File: src/rtl/perceptron_node.sv
// -----------------------------------------------------------------------------
// perceptron_node
//   Single perceptron compute node reached over a UART byte link. The host
//   sends frames of ADDR, CMD and, for the load commands, a 32-bit
//   little-endian operand. The node holds two operands (A, B) and a 32-bit
//   result R. It computes R = A*B or R = R + A*B, and sends R back on uart_tx
//   when asked.
//
//   Link: 8N1, LSB first, CLKS_PER_BIT clocks per bit. Receive and transmit run
//   independently, so the host may keep sending while a reply is in flight.
//
// Parameters
//   CLKS_PER_BIT  clk cycles per UART bit
//   NODE_ADDR     frame address this node answers to
//
// Ports
//   clk      system clock (only clock in the block)
//   nRst     asynchronous, active-low reset
//   host_tx  serial line from the host (idle high)
//   uart_tx  serial line to the host (idle high)
//
// Commands (acted on only when ADDR matched)
//   0 LOAD_A  1 LOAD_B  2 OUT  3 CLR  5 MUL  6 MULADD  others ignored
// -----------------------------------------------------------------------------
module perceptron_node #(
  parameter int          CLKS_PER_BIT = 434,
  parameter logic [7:0]  NODE_ADDR    = 8'd101
) (
  input  logic clk,
  input  logic nRst,
  input  logic host_tx,
  output logic uart_tx
);

  localparam int             CW        = $clog2(CLKS_PER_BIT + 1);
  localparam logic [CW-1:0]  BIT_LAST  = CW'(CLKS_PER_BIT - 1);
  localparam logic [CW-1:0]  HALF_LAST = CW'(CLKS_PER_BIT / 2 - 1);

  localparam logic [7:0] CMD_LOAD_A = 8'd0;
  localparam logic [7:0] CMD_LOAD_B = 8'd1;
  localparam logic [7:0] CMD_OUT    = 8'd2;
  localparam logic [7:0] CMD_CLR    = 8'd3;
  localparam logic [7:0] CMD_MUL    = 8'd5;
  localparam logic [7:0] CMD_MULADD = 8'd6;

  typedef enum logic [1:0] {
    RX_IDLE,
    RX_START,
    RX_DATA,
    RX_STOP
  } rx_state_t;

  typedef enum logic [2:0] {
    F_WAIT_ADDR,
    F_WAIT_CMD,
    F_DATA0,
    F_DATA1,
    F_DATA2,
    F_DATA3
  } frame_state_t;

  // ---------------------------------------------------------------------------
  // Input synchroniser
  // ---------------------------------------------------------------------------
  logic rx_meta, rx_sync, rx_prev;

  // NOTE: the synchroniser resets to the idle-high line level. This stops reset
  // release from looking like a start-bit falling edge.
  always_ff @(posedge clk or negedge nRst) begin
    if (!nRst) begin
      rx_meta <= 1'b1;
      rx_sync <= 1'b1;
      rx_prev <= 1'b1;
    end else begin
      rx_meta <= host_tx;
      rx_sync <= rx_meta;
      rx_prev <= rx_sync;
    end
  end

  // ---------------------------------------------------------------------------
  // UART receiver
  // ---------------------------------------------------------------------------
  rx_state_t      rx_state;
  logic [CW-1:0]  rx_cnt;
  logic [2:0]     rx_bit;
  logic [7:0]     rx_shift;
  logic [7:0]     rx_byte;
  logic           rx_valid;

  // NOTE: all state registers use non-blocking assignments. Every flop then
  // samples pre-edge values, whatever order the statements appear in.
  always_ff @(posedge clk or negedge nRst) begin
    if (!nRst) begin
      rx_state <= RX_IDLE;
      rx_cnt   <= '0;
      rx_bit   <= '0;
      rx_shift <= '0;
      rx_byte  <= '0;
      rx_valid <= 1'b0;
    end else begin
      rx_valid <= 1'b0;
      case (rx_state)
        RX_IDLE: begin
          rx_cnt <= '0;
          rx_bit <= '0;
          // A start bit is a falling edge, not just a low level. A line left
          // low after a bad stop bit therefore cannot retrigger reception.
          if (rx_prev && !rx_sync) rx_state <= RX_START;
        end
        RX_START: begin
          if (rx_cnt == HALF_LAST) begin
            rx_cnt   <= '0;
            rx_state <= rx_sync ? RX_IDLE : RX_DATA;
          end else begin
            rx_cnt <= rx_cnt + 1'b1;
          end
        end
        RX_DATA: begin
          if (rx_cnt == BIT_LAST) begin
            rx_cnt   <= '0;
            rx_shift <= {rx_sync, rx_shift[7:1]};
            if (rx_bit == 3'd7) rx_state <= RX_STOP;
            else                rx_bit   <= rx_bit + 1'b1;
          end else begin
            rx_cnt <= rx_cnt + 1'b1;
          end
        end
        RX_STOP: begin
          if (rx_cnt == BIT_LAST) begin
            rx_cnt   <= '0;
            rx_state <= RX_IDLE;
            // A framing error drops the byte silently.
            if (rx_sync) begin
              rx_byte  <= rx_shift;
              rx_valid <= 1'b1;
            end
          end else begin
            rx_cnt <= rx_cnt + 1'b1;
          end
        end
        default: rx_state <= RX_IDLE;
      endcase
    end
  end

  // ---------------------------------------------------------------------------
  // Operands, product pipeline and frame FSM
  // ---------------------------------------------------------------------------
  frame_state_t  f_state;
  logic          addr_hit;
  logic          load_b;
  logic [23:0]   operand;
  logic [31:0]   a_q, b_q, r_q, prod_q;
  logic          tx_start;
  logic [31:0]   tx_data;
  logic          tx_busy;

  // A and B change only on the last operand byte. At least one more byte must
  // arrive before any arithmetic command, so a registered product is always
  // current when used. This keeps the 32x32 multiply off the R update path.
  always_ff @(posedge clk or negedge nRst) begin
    if (!nRst) prod_q <= '0;
    else       prod_q <= a_q * b_q;
  end

  always_ff @(posedge clk or negedge nRst) begin
    if (!nRst) begin
      f_state  <= F_WAIT_ADDR;
      addr_hit <= 1'b0;
      load_b   <= 1'b0;
      operand  <= '0;
      a_q      <= '0;
      b_q      <= '0;
      r_q      <= '0;
      tx_start <= 1'b0;
      tx_data  <= '0;
    end else begin
      tx_start <= 1'b0;
      if (rx_valid) begin
        case (f_state)
          F_WAIT_ADDR: begin
            addr_hit <= (rx_byte == NODE_ADDR);
            f_state  <= F_WAIT_CMD;
          end
          F_WAIT_CMD: begin
            // Foreign frames still walk their operand bytes to stay in step.
            if (rx_byte == CMD_LOAD_A || rx_byte == CMD_LOAD_B) begin
              load_b  <= (rx_byte == CMD_LOAD_B);
              f_state <= F_DATA0;
            end else begin
              f_state <= F_WAIT_ADDR;
              if (addr_hit) begin
                case (rx_byte)
                  CMD_OUT: begin
                    // tx_start covers the one cycle before tx_busy rises.
                    if (!tx_busy && !tx_start) begin
                      tx_start <= 1'b1;
                      tx_data  <= r_q;
                    end
                  end
                  CMD_CLR:    r_q <= '0;
                  CMD_MUL:    r_q <= prod_q;
                  CMD_MULADD: r_q <= r_q + prod_q;
                  default:    ;
                endcase
              end
            end
          end
          F_DATA0: begin
            operand[7:0] <= rx_byte;
            f_state      <= F_DATA1;
          end
          F_DATA1: begin
            operand[15:8] <= rx_byte;
            f_state       <= F_DATA2;
          end
          F_DATA2: begin
            operand[23:16] <= rx_byte;
            f_state        <= F_DATA3;
          end
          F_DATA3: begin
            if (addr_hit) begin
              if (load_b) b_q <= {rx_byte, operand};
              else        a_q <= {rx_byte, operand};
            end
            f_state <= F_WAIT_ADDR;
          end
          default: f_state <= F_WAIT_ADDR;
        endcase
      end
    end
  end

  // ---------------------------------------------------------------------------
  // UART transmitter: four bytes of the captured R, back-to-back, LSB first
  // ---------------------------------------------------------------------------
  logic [CW-1:0] tx_cnt;
  logic [3:0]    tx_bit;
  logic [1:0]    tx_byte;
  logic [9:0]    tx_frame;   // {stop, data[7:0], start}, shifted out LSB first
  logic [23:0]   tx_buf;     // bytes still to send after the current one

  always_ff @(posedge clk or negedge nRst) begin
    if (!nRst) begin
      tx_busy  <= 1'b0;
      tx_cnt   <= '0;
      tx_bit   <= '0;
      tx_byte  <= '0;
      tx_frame <= '1;
      tx_buf   <= '0;
      uart_tx  <= 1'b1;
    end else if (tx_start) begin
      tx_busy  <= 1'b1;
      tx_cnt   <= '0;
      tx_bit   <= '0;
      tx_byte  <= '0;
      tx_frame <= {1'b1, tx_data[7:0], 1'b0};
      tx_buf   <= tx_data[31:8];
      uart_tx  <= 1'b0;
    end else if (tx_busy) begin
      if (tx_cnt == BIT_LAST) begin
        tx_cnt <= '0;
        if (tx_bit == 4'd9) begin
          if (tx_byte == 2'd3) begin
            tx_busy <= 1'b0;
            uart_tx <= 1'b1;
          end else begin
            tx_byte  <= tx_byte + 1'b1;
            tx_bit   <= '0;
            tx_frame <= {1'b1, tx_buf[7:0], 1'b0};
            tx_buf   <= {8'h00, tx_buf[23:8]};
            uart_tx  <= 1'b0;
          end
        end else begin
          tx_bit   <= tx_bit + 1'b1;
          tx_frame <= {1'b1, tx_frame[9:1]};
          uart_tx  <= tx_frame[1];
        end
      end else begin
        tx_cnt <= tx_cnt + 1'b1;
      end
    end
  end

endmodule

File: config.mk
export PLATFORM = sky130hd
export DESIGN_NAME = perceptron_node
export DESIGN_NICKNAME = d
export VERILOG_FILES = /design/src/rtl/perceptron_node.sv
export SDC_FILE = /design/constraint.sdc
export NUM_CORES = 2
export LEC_CHECK = 0
export CAP_MARGIN = 20
export CORE_UTILIZATION = 70
export CTS_CLUSTER_SIZE = 14
export DETAILED_ROUTE_END_ITERATION = 10
export HOLD_SLACK_MARGIN = 0.06
export PLACE_DENSITY = 0.87
export SLEW_MARGIN = 20
export SYNTH_ARGS = -nofsm -noshare
export SYNTH_HDL_FRONTEND = slang
export SYNTH_SLANG_ARGS = --single-unit
File: constraint.sdc
create_clock -name clk -period 11.7 [get_ports clk]
set_input_delay 2.34 -clock clk [delete_from_list [all_inputs] [get_ports clk]]
set_output_delay 2.34 -clock clk [all_outputs]
set_load 0.005 [all_outputs]
* Word-level counts from Yosys, hierarchy flattened
Cells that the tools add are included.
** Storage, ports and cells
- Bits in registers :: 275
- Word-level logic and storage cells :: 154
- Bits of input ports :: 3
- Output and inout port bits :: 1
** Operators by class
- Reductions and logical operators :: 31
- Multiply operators :: 1
- Bitwise gates (word level) :: 2
- Mux-type cells :: 58
- Equality and inequality tests :: 28
- Add/sub/neg operators :: 6
** Operators by type and width (count)
- 24-bit two-way mux :: 5
- 32-bit one-hot mux with 3 select lines :: 1
- 10-bit two-way mux :: 5
- 9-bit two-way mux :: 5
- 32-bit adder :: 1
- 32-bit by 32-bit multiplier with 32-bit output :: 1
- 9-bit one-hot mux with 3 select lines :: 1
- 2-bit two-way mux :: 12
- 4-bit two-way mux :: 5
- 1-bit two-way mux :: 19
- 9-bit by 1-bit adder with 9-bit output, second input constant :: 2
- 9-bit equality test, second input constant :: 2
- 8-bit by 2-bit equality test with 1-bit output, second input constant :: 2
- 8-bit by 3-bit equality test with 1-bit output, second input constant :: 2
- 3-bit one-hot mux with 5 select lines :: 1
- 2-bit inequality test, second input constant :: 7
- 2-bit AND reduction :: 6
- 3-bit AND reduction :: 4
- 4-bit AND reduction :: 3
- 5-bit AND reduction :: 2
- 3-bit equality test, second input constant :: 3
- 9-bit by 8-bit equality test with 1-bit output, second input constant :: 1
- 8-bit by 1-bit equality test with 1-bit output, second input constant :: 1
- 8-bit by 7-bit equality test with 1-bit output, second input constant :: 1
- 23 further kinds :: 34

* Depth between registers and ports, before layout
- Depth in word-level cells :: 8
- Gate-level depth with buffers :: 27
- Depth with buffers taken out :: 25

* Worst setup path before layout
OpenSTA, ideal clock, no wires.
- Path kind :: register to register
- Start point :: register b_q[4]
- End point :: register prod_q[31]
- Arrival :: 6.492 ns
- Period minus slack after synthesis :: 6.622 ns
- Data required time :: 11.570 ns
- Library setup time :: 0.130 ns
- Path buffers :: 2
- Stages on the path, launching flop included :: 26
- Setup slack :: 5.078 ns
- Path through :: dfrtp_1 clkbuf_1 clkbuf_1 and2_1 fa_1 inv_1 fa_1 fa_1 fa_1 inv_1 fa_1 inv_1 fa_1 inv_1 fa_1 fa_1 ha_1 and4_1 nand2_1 nor2_1 nor2_1 a211o_1 nand3_1 a211oi_1 o31ai_1 xnor2_1
** On the way
- Word-level cells in the longest chain between the ends :: 1
** RTL lines
- start: declaration :: RTL line 154 : logic [31:0] a_q, b_q, r_q, prod_q;
- start signal: assignment :: RTL line 224 : if (load_b) b_q <= {rx_byte, operand};
- 32-bit by 32-bit multiplier with 32-bit output :: RTL line 164 : else prod_q <= a_q * b_q;
- end signal: assignment :: RTL line 164
- end: declaration :: RTL line 154
No other way between the ends.
A chain may end at the register's enable or synchronous reset.

* Final worst setup path
- Start point :: register b_q[6]
- End point :: register prod_q[30]
The elaborated chain is that of the path after synthesis.

==> summary.md <==
| Metric | Value |
|---|---|
| Status | completed |
| Worst Hold Launch | rx_meta |
| Die ar. | 40840 um^2 |
| Post-synth EDFFs | 0 |
| Design Power | 0.001924 W |
| Vias in the first global route | 21841 |
| Delay-heaviest family, CP | adder cells |
| HP Class | reg -> reg |
| CP Cell Sequence | and2_1, fa_1, fa_1, fa_1, inv_1, fa_1, inv_1, fa_1, inv_1, fa_1, inv_1, fa_1, fa_1, ha_1, and4_1, nand2_1, inv_1, nand3_1, a211oi_1, a211oi_1, o21bai_1, xor2_1 |
| Crit share post-route | 0.6382 |
| Detailed Route WL | 67.55 mm |
| Unrepaired setup endpoints after global routing | false |
| WP data arrival | 7950 ps |
| Hpwl dp | 49.59 mm |
| Synth Register Bits | 273 |
| Fin crit period | 7467 ps |
| TritonCTS clock tree | yes |
| All-Layer GR Usage | 0.3510 |
| Critical Path Fanout Max | 27 |
| Top-count cell post-synth | fa_1 |
| Mapped Nets | 3424 |
| Mapped cell area | 28020 um^2 |
| Root buffer cell | clkbuf_16 |
| Area growth syn-to-layout | 4.702% |
| Die Ht | 202.1 um |
| Main combinational cell family by area after synthesis | adder cells |
| Largest area contributor in the netlist | fa_1 |
| Critical Path Source | b_q[6] |
| Final antenna diode count | 0 |
| H-tree depth | 1 |
| DRC | 0 |
| Peak VDD IR | 140.0 uV |
| Setup crit start kind | flip-flop |
| FP Rows | 72 |
| Seq/Total Area, Yosys | 0.2443 |
| Rel. slew slack | 0.2578 |
| Critical-path top delay cell | dfrtp_1 |
| Synth top area cells | fa_1 29%, dfrtp_1 23%, and2_1 7.5%, ha_1 7.3%, inv_1 5.4% |
| Starting DRT DRC Count | 1454 |
| Cts-stage hold buffer count | 0 |
| Max incr delay on CP | 940 ps |
| Critical Path RT | 12180 ps |
| Routed len/inst | 20.49 um |
| Max-slew violation count | 0 |
| Simple-Gate Fraction of Synth Area | 0.1626 |
| Core area | 39100 um^2 |
| I/O pins | 4 |
| Library cells used by synthesis | 66 |
| Total Nets Final | 3336 |
| CP endpoint kind | flip-flop |
| Reg clk slew, reported paths | 60 ps |
| Most used cell, CP | fa_1 |
| Synth Area in Adders | 0.3654 |
| Number of setup buffers added after CTS | 0 |
| Share of cells above drive strength 1 | 0.07341 |
| Post-synth top area share | 0.2922 |
| Initial antenna violation count | 0 |
| Async set-reset flop share out of synthesis | 1.000 |
| Overflow after GRT | 0 |
| Syn Inst Count | 2848 |
| Synth warnings | 0 |
| Initial Util | 0.7167 |
| Die width | 202.1 um |
| Worst-margin pin slew | 1113 ps |
| Worst r2r src | b_q[6] |
| Commonest cells in the synthesized netlist | 409 x fa_1, 403 x inv_1, 376 x nand2_1 |
| Skew final | 19.18 ps |
| Leakage power | 14.70 nW |
| Number of I/O port buffers | 3 |
| CP Class | reg -> reg |
| Max-Cap Viols | 0 |
| Skew-Pair Late Insertion Delay | 570 ps |
| Post-synthesis compound-gate area fraction | 0.06791 |
| Resize count post-CTS | 0 |
| Routed Antenna Nets | 0 |
| Pwr/cell area | 65.57 nW/um^2 |
| Syn avg cell area | 9.839 um^2 |
| Xor/xnor cell area share of the yosys netlist | 0.03657 |
| Final Setup Violations | 0 |
| RePlAce Congestion | 0.9217 |
| Via density per instance | 6.064 |
| Post-synthesis mux area share | 0.05028 |
| Hold Violations, Final | 0 |
| Setup TNS | 0 ps |
| Detailed-router iteration count before antenna repair | 5 |
| CP Buf/Inv Count | 5 |
| Fmax | 133.9 MHz |
| CTS buffer count | 27 |
| Vias | 19994 |
| Top_reg_cell synth | dfrtp_1 |
| Largest net degree at the start of global routing | 170 |
| Clock sinks | 273 |
| Clk buf depth | 3 |
| First-pass GRT wire length | 112.8 mm |
[per-stage QoR]
stage | setup slack (ps) | cells | area [um^2] | util | hold WS, ps
final | 4233 | 3297 | 29340 | 0.7504 | 357.6
after global routing | 3947 | 3297 | 29340 | 0.7504 | 358.3
after CTS | 4243 | 3296 | 29310 | 0.7496 | 357.8
after detailed placement | 4265 | 3248 | 28380 | 0.7258 | 348.5
after global placement | 4586 | 3248 | 28370 | 0.7257 | 346.3
after floorplan | 5078 | 2848 | 28020 | - | 345.2
[cell usage in the layout, fill, tap and decap left out, types with 5 or more instances in the layout]
cell	count
nand2b_1	9
nor3_1	15
mux2i_1	17
a22oi_1	25
fa_1	409
xnor2_1	86
a22o_1	8
and3_1	15
dfstp_2	12
o21bai_1	11
o21ai_0	70
a31oi_1	7
clkbuf_8	7
mux2_2	108
nor2_1	78
nor2b_1	8
nand3_1	31
buf_4	19
nand2_1	376
a21o_1	30
a21oi_1	95
o31ai_1	6
or3_1	6
clkbuf_1	8
and2_1	337
clkbuf_16	27
o21a_1	8
xor2_1	31
ha_1	164
inv_1	402
a211oi_1	5
dfrtp_1	259
and4_1	5
nand4_1	10
[report_power, final]
| group | switching [W] | internal [W] | total, W | leakage (nW) |
|---|---|---|---|---|
| Combinational | 0.0000358 | 0.0000131 | 0.0000490 | 10.5 |
| Clock | 0.000372 | 0.000539 | 0.000911 | 0.455 |
| Sequential | 0.0000126 | 0.000952 | 0.000964 | 3.77 |
| Total | 0.000420 | 0.00150 | 0.00192 | 14.7 |
[kinds of logic after synthesis]
logic type	count (synthesis)
AO/OA/AOI/OAI	301
XOR/XNOR	117
adder cells (fa/ha/maj)	573
buffers and inverters	544
flip-flops	273
multiplexers	127
AND/OR/NAND/NOR	913
[final cells by class]
type	instances	area, um^2
clock buffer	42	802.0
timing repair buffer	24	225.2
clock inverter	6	126.4
tap	518	648.1
inverter	403	1513
sequential	273	6849
multi-input combinational	2031	19180
fill	2627	9758
[per-layer routing]
metal,share of wire,global-route usage,up-vias
li1,-,-,8711
met4,0.048,0.1477,0
met3,0.072,0.05418,214
met2,0.49,0.5795,801
met1,0.39,0.4661,10268
met5,0,0,-
[registers in the layout, summed over array words and instances, names as in the netlist, 9 cells and up, named ones only]
register  cells
r_q          32
operand      24
b_q          32
rx_cnt        9
prod_q       32
tx_cnt        9
tx_data      32
tx_buf       24
a_q          32
[path summary, 6_finish.rpt]
| kind | to | slack, ps | cells past startpoint |
|---|---|---|---|
| worst max-delay path | prod_q[30] | 4230 | 22 |
| worst min-delay path | rx_sync | 360 | 0 |
| worst max register to register | prod_q[30] | 4230 | 22 |
| worst min register to register | rx_sync | 360 | 0 |
| max in group asynchronous | tx_bit[0] | 8380 | 2 |
| min in group asynchronous | tx_data[26] | 1830 | 1 |
(Power assumes the default switching activity.)
